File: config.mk
export PLATFORM = sky130hd
export DESIGN_NAME = div_pipe
export DESIGN_NICKNAME = d
export VERILOG_FILES = /design/src/rtl/div_pipe.sv
export SDC_FILE = /design/constraint.sdc
export NUM_CORES = 1
export LEC_CHECK = 0
export CAP_MARGIN = 20
export CORE_ASPECT_RATIO = 1.5
export CORE_UTILIZATION = 53
export DETAILED_ROUTE_END_ITERATION = 8
export GPL_ROUTABILITY_DRIVEN = 0
export PLACE_DENSITY_LB_ADDON = 0.08
export SYNTH_ARGS = -nofsm -noshare
export SYNTH_HDL_FRONTEND = slang
export SYNTH_SLANG_ARGS = --single-unit
export TNS_END_PERCENT = 1
File: constraint.sdc
create_clock -name clk -period 2.2 [get_ports clk]
set_clock_uncertainty 0.2 [all_clocks]
set_input_delay 0.44 -clock clk [delete_from_list [all_inputs] [get_ports clk]]
set_output_delay 0.44 -clock clk [all_outputs]
set_load 0.03 [all_outputs]
File: src/rtl/div_pipe.sv
// Fully pipelined unsigned restoring divider: one N/M-bit divide accepted per clock,
// quotient/remainder/div_zero registered N cycles later with a matching rdy pulse.
module div_pipe #(
   parameter int N = 8,
   parameter int M = 4
) (
   input  logic         clk,
   input  logic         rst,
   input  logic         en,
   input  logic [N-1:0] dividend,
   input  logic [M-1:0] divisor,
   output logic         rdy,
   output logic [N-1:0] quotient,
   output logic [M-1:0] remainder,
   output logic         div_zero
);

   // Stages 0..N-2 live in the arrays below; stage N-1 is the output register set.
   localparam int S = N - 1;

   logic [S-1:0] vld_q;
   logic [M-1:0] rem_q  [S];
   logic [N-1:0] quo_q  [S];
   logic [N-1:0] dvd_q  [S];
   logic [M-1:0] dvs_q  [S];
   logic [S-1:0] zero_q;

   // {quotient bit, new partial remainder} for each of the N stages
   logic [M:0]   st     [N];

   function automatic logic [M:0] step(input logic [M-1:0] rem_prev,
                                       input logic         dvd_bit,
                                       input logic [M-1:0] dvs);
      logic [M:0] r;
      logic [M:0] diff;
      r    = {rem_prev, dvd_bit};
      diff = r - {1'b0, dvs};
      if (r >= {1'b0, dvs}) step = {1'b1, diff[M-1:0]};
      else                  step = {1'b0, r[M-1:0]};
   endfunction

   assign st[0] = step('0, dividend[N-1], divisor);

   for (genvar g = 1; g < N; g++) begin : g_step
      assign st[g] = step(rem_q[g-1], dvd_q[g-1][N-1-g], dvs_q[g-1]);
   end

   always_ff @(posedge clk) begin
      if (rst) begin
         vld_q[0]  <= 1'b0;
         rem_q[0]  <= '0;
         quo_q[0]  <= '0;
         dvd_q[0]  <= '0;
         dvs_q[0]  <= '0;
         zero_q[0] <= 1'b0;
      end else begin
         vld_q[0]  <= en;
         rem_q[0]  <= st[0][M-1:0];
         quo_q[0]  <= {{(N-1){1'b0}}, st[0][M]};
         dvd_q[0]  <= dividend;
         dvs_q[0]  <= divisor;
         zero_q[0] <= (divisor == '0);
      end
   end

   for (genvar g = 1; g < S; g++) begin : g_stage
      always_ff @(posedge clk) begin
         if (rst) begin
            vld_q[g]  <= 1'b0;
            rem_q[g]  <= '0;
            quo_q[g]  <= '0;
            dvd_q[g]  <= '0;
            dvs_q[g]  <= '0;
            zero_q[g] <= 1'b0;
         end else begin
            vld_q[g]  <= vld_q[g-1];
            rem_q[g]  <= st[g][M-1:0];
            quo_q[g]  <= {quo_q[g-1][N-2:0], st[g][M]};
            dvd_q[g]  <= dvd_q[g-1];
            dvs_q[g]  <= dvs_q[g-1];
            zero_q[g] <= zero_q[g-1];
         end
      end
   end

   // Output stage loads only for valid slots so results hold across bubbles.
   always_ff @(posedge clk) begin
      if (rst) begin
         rdy       <= 1'b0;
         quotient  <= '0;
         remainder <= '0;
         div_zero  <= 1'b0;
      end else begin
         rdy <= vld_q[S-1];
         if (vld_q[S-1]) begin
            if (zero_q[S-1]) begin
               quotient  <= '1;
               remainder <= dvd_q[S-1][M-1:0];
               div_zero  <= 1'b1;
            end else begin
               quotient  <= {quo_q[S-1][N-2:0], st[N-1][M]};
               remainder <= st[N-1][M-1:0];
               div_zero  <= 1'b0;
            end
         end
      end
   end

endmodule

==> impl_metrics.env <==
export IMPL_drcViolationCount=4
export IMPL_netlist_area_um2=5370
export IMPL_mostFrequentLayoutCells="145 x dfxtp_1, 82 x nor2b_1, 81 x nor2_1"
export IMPL_die_area_um2=10600
export IMPL_vias=3679
export IMPL_timing_final_crit_share=0.993
export IMPL_synthFlopType="dfxtp_1"
export IMPL_drtPass1Iterations=6
export IMPL_end_kind="flip-flop"
export IMPL_port_buffer_count=28
export IMPL_worstSetupPathType="flip-flop to flip-flop"
export IMPL_p_total_mw=6.32
export IMPL_core_area_um2=9740
export IMPL_grt_max_degree=62
export IMPL_status="complete, but fails checks"
export IMPL_layout_nets=645
export IMPL_h_tree_depth=4
export IMPL_setup_viol=0
export IMPL_cts_tree="yes"
export IMPL_drv_cap=0
export IMPL_wirelength_um=8970
export IMPL_clkTransAtPathRegs_ns=0.06
export IMPL_grt_usage=0.191
export IMPL_cts_buffers_inserted=17
export IMPL_endpoint="remainder[0]"
export IMPL_clock_latency_ns=0.41
export IMPL_final_common_cell="dfxtp_1"
export IMPL_clockBufferDepth=2
export IMPL_cts_hold_buf=0
export IMPL_hold_path_class="flip-flop to flip-flop"
export IMPL_num_rows=44
export IMPL_grt_antenna_before_repair=0
export IMPL_final_cell_area_um2=6460
export IMPL_cts_sinks=146
export IMPL_grt_pass1_vias=3789
export IMPL_min_period_ns=2.18
export IMPL_clockRootBuffer="clkbuf_16"
export IMPL_antenna_cells=0
export IMPL_crit_fanout=3
export IMPL_r2r_slack_ns=0.02
export IMPL_hold_viol=0
export IMPL_slew_headroom=0.588
export IMPL_reg2reg_from="rem_q[6][0]"
export IMPL_tightest_slew_ns=0.617
export IMPL_hpwl_um=6410
export IMPL_ant_nets=0
export IMPL_rsz0062_at_grt="yes"
export IMPL_power_density_nw_per_um2=978
export IMPL_timing_fmax_mhz=458
export IMPL_synth_edf_count=0
export IMPL_area_growth_pct=20.2
export IMPL_cp_required_ns=2.34
export IMPL_dp_cells=689
export IMPL_r2r_worst_path_cells=6
export IMPL_die_w_um=84.2
export IMPL_grt_overflow=0
export IMPL_ys_warn_count=0
export IMPL_post_dp_cell_area_um2=5850
export IMPL_ys_seq_elements=146
export IMPL_critPathLaunch="rem_q[6][0]"
export IMPL_timing_rr_end="remainder[0]"
export IMPL_synth_distinct_cells=38
export IMPL_yosysSeqAreaShare=0.544
export IMPL_io_pins=29
export IMPL_vias_per_cell=5.10
export IMPL_drt_iter0_markers=156
export IMPL_violations="design-rule violations"
export IMPL_syn_avg_cell_area_um2=9.77
export IMPL_fin_cells=721
export IMPL_start_kind="flip-flop"
export IMPL_synthArstFlopShare=0
export IMPL_ir_drop_uv=684
export IMPL_crit_arrival_ns=2.32
export IMPL_synth_nets=602
export IMPL_chipHeight_um=125
export IMPL_initial_utilization=0.551
export IMPL_synthCells=550
export IMPL_avgRoutedWirePerCell_um=12.4
export IMPL_p_leak_nw=2.58
export IMPL_drive_gt1_frac=0.0990
export IMPL_grt_pass1_wl_um=16000
export IMPL_drv_slew=0
export IMPL_worstHoldStart="quo_q[5][2]"
-- synthesized netlist by cell type (6+ instances only) --
master | number | area [um^2]
nor2_1 | 82 | 308
xor2_1 | 8 | 70.1
nor3_1 | 11 | 55.1
fa_1 | 7 | 140
o21ai_0 | 24 | 120
nand4_1 | 6 | 37.5
nor4_1 | 6 | 37.5
nor2b_1 | 82 | 513
dfxtp_1 | 146 | 2920
nand2_1 | 20 | 75.1
ha_1 | 30 | 375
clkbuf_1 | 14 | 52.6
o41ai_1 | 14 | 123
o22ai_1 | 8 | 50.1
inv_1 | 53 | 199
-- layer usage --
layer | wire (um) | part of all wire | vias to the layer above | global-route usage
met5 | 0 | 0 | - | 0
met4 | 163 | 0.018 | 0 | 0.0852
met3 | 224 | 0.025 | 15 | 0.0482
met2 | 5110 | 0.57 | 51 | 0.374
met1 | 3470 | 0.39 | 1730 | 0.184
li1 | - | - | 1883 | -
-- cells by family after synthesis --
kind of cell	count (synthesis)	synth area share
AND/OR/NAND/NOR	214	0.201
adder cells (fa/ha/maj)	37	0.0959
XOR/XNOR	9	0.0147
AO/OA/AOI/OAI	67	0.0834
flip-flops	146	0.544
buffers and inverters	72	0.0503
multiplexers	5	0.0109
-- repair_timing --
action,4_1_cts,5_1_grt
setup endpoints to repair,3,11
buffers inserted,0,0
pin swaps,0,1
resized for setup,1,8
-- sequential cells by signal, indices dropped and copies added, names as in the netlist --
name	cells
dvd_q	34
dvs_q	28
quo_q	28
rem_q	28
quotient	8
vld_q	7
zero_q	7
remainder	4
div_zero	1
rdy	1
-- critical path, stage by stage (launching register included) --
cell	delay, ns
dfxtp_1	0.33
ha_2	0.20
or4_1	0.52
a21o_1	0.19
and3_4	0.18
mux2_4	0.30
a211oi_2	0.19
-- cell type report --
cell class	count	area [um^2]
Clock buffer	18	429
Clock inverter	14	166
Fill cell	775	3280
Inverter	53	199
Multi-Input combinational cell	332	2200
Sequential cell	146	2920
Tap cell	115	144
Timing Repair Buffer	43	403
-- where the power goes --
group          total (mW)  internal (mW)  leakage [nW]  switching (mW)
Clock                2.84           1.71         0.282            1.14
Combinational       0.663          0.273          1.11           0.390
Sequential           2.82           2.77          1.19          0.0460
-- worst min path at each step --
stage                              end  slack (ns)  depth (start not counted)
final                      quo_q[6][3]        0.23                          1
after global routing      dvd_q[0][18]        0.25                          1
after CTS                 dvd_q[0][18]        0.23                          1
after detailed placement  dvd_q[0][18]        0.22                          1
after global placement       zero_q[1]        0.22                          1
after floorplan           dvd_q[0][10]        0.21                          1
-- per-stage QoR --
stage          hold slack (ns)  utilization  setup TNS, ns  worst slack, ns
6_report                 0.233        0.663              0           0.0160
5_1_grt                  0.251        0.663        -0.0669          -0.0415
4_1_cts                  0.235        0.662       -0.00233         -0.00233
3_5_place_dp             0.220        0.600        -0.0191          -0.0191
3_3_place_gp             0.216        0.600              0           0.0231
2_1_floorplan            0.214            -              0           0.0428
(Power assumes the default switching activity.)
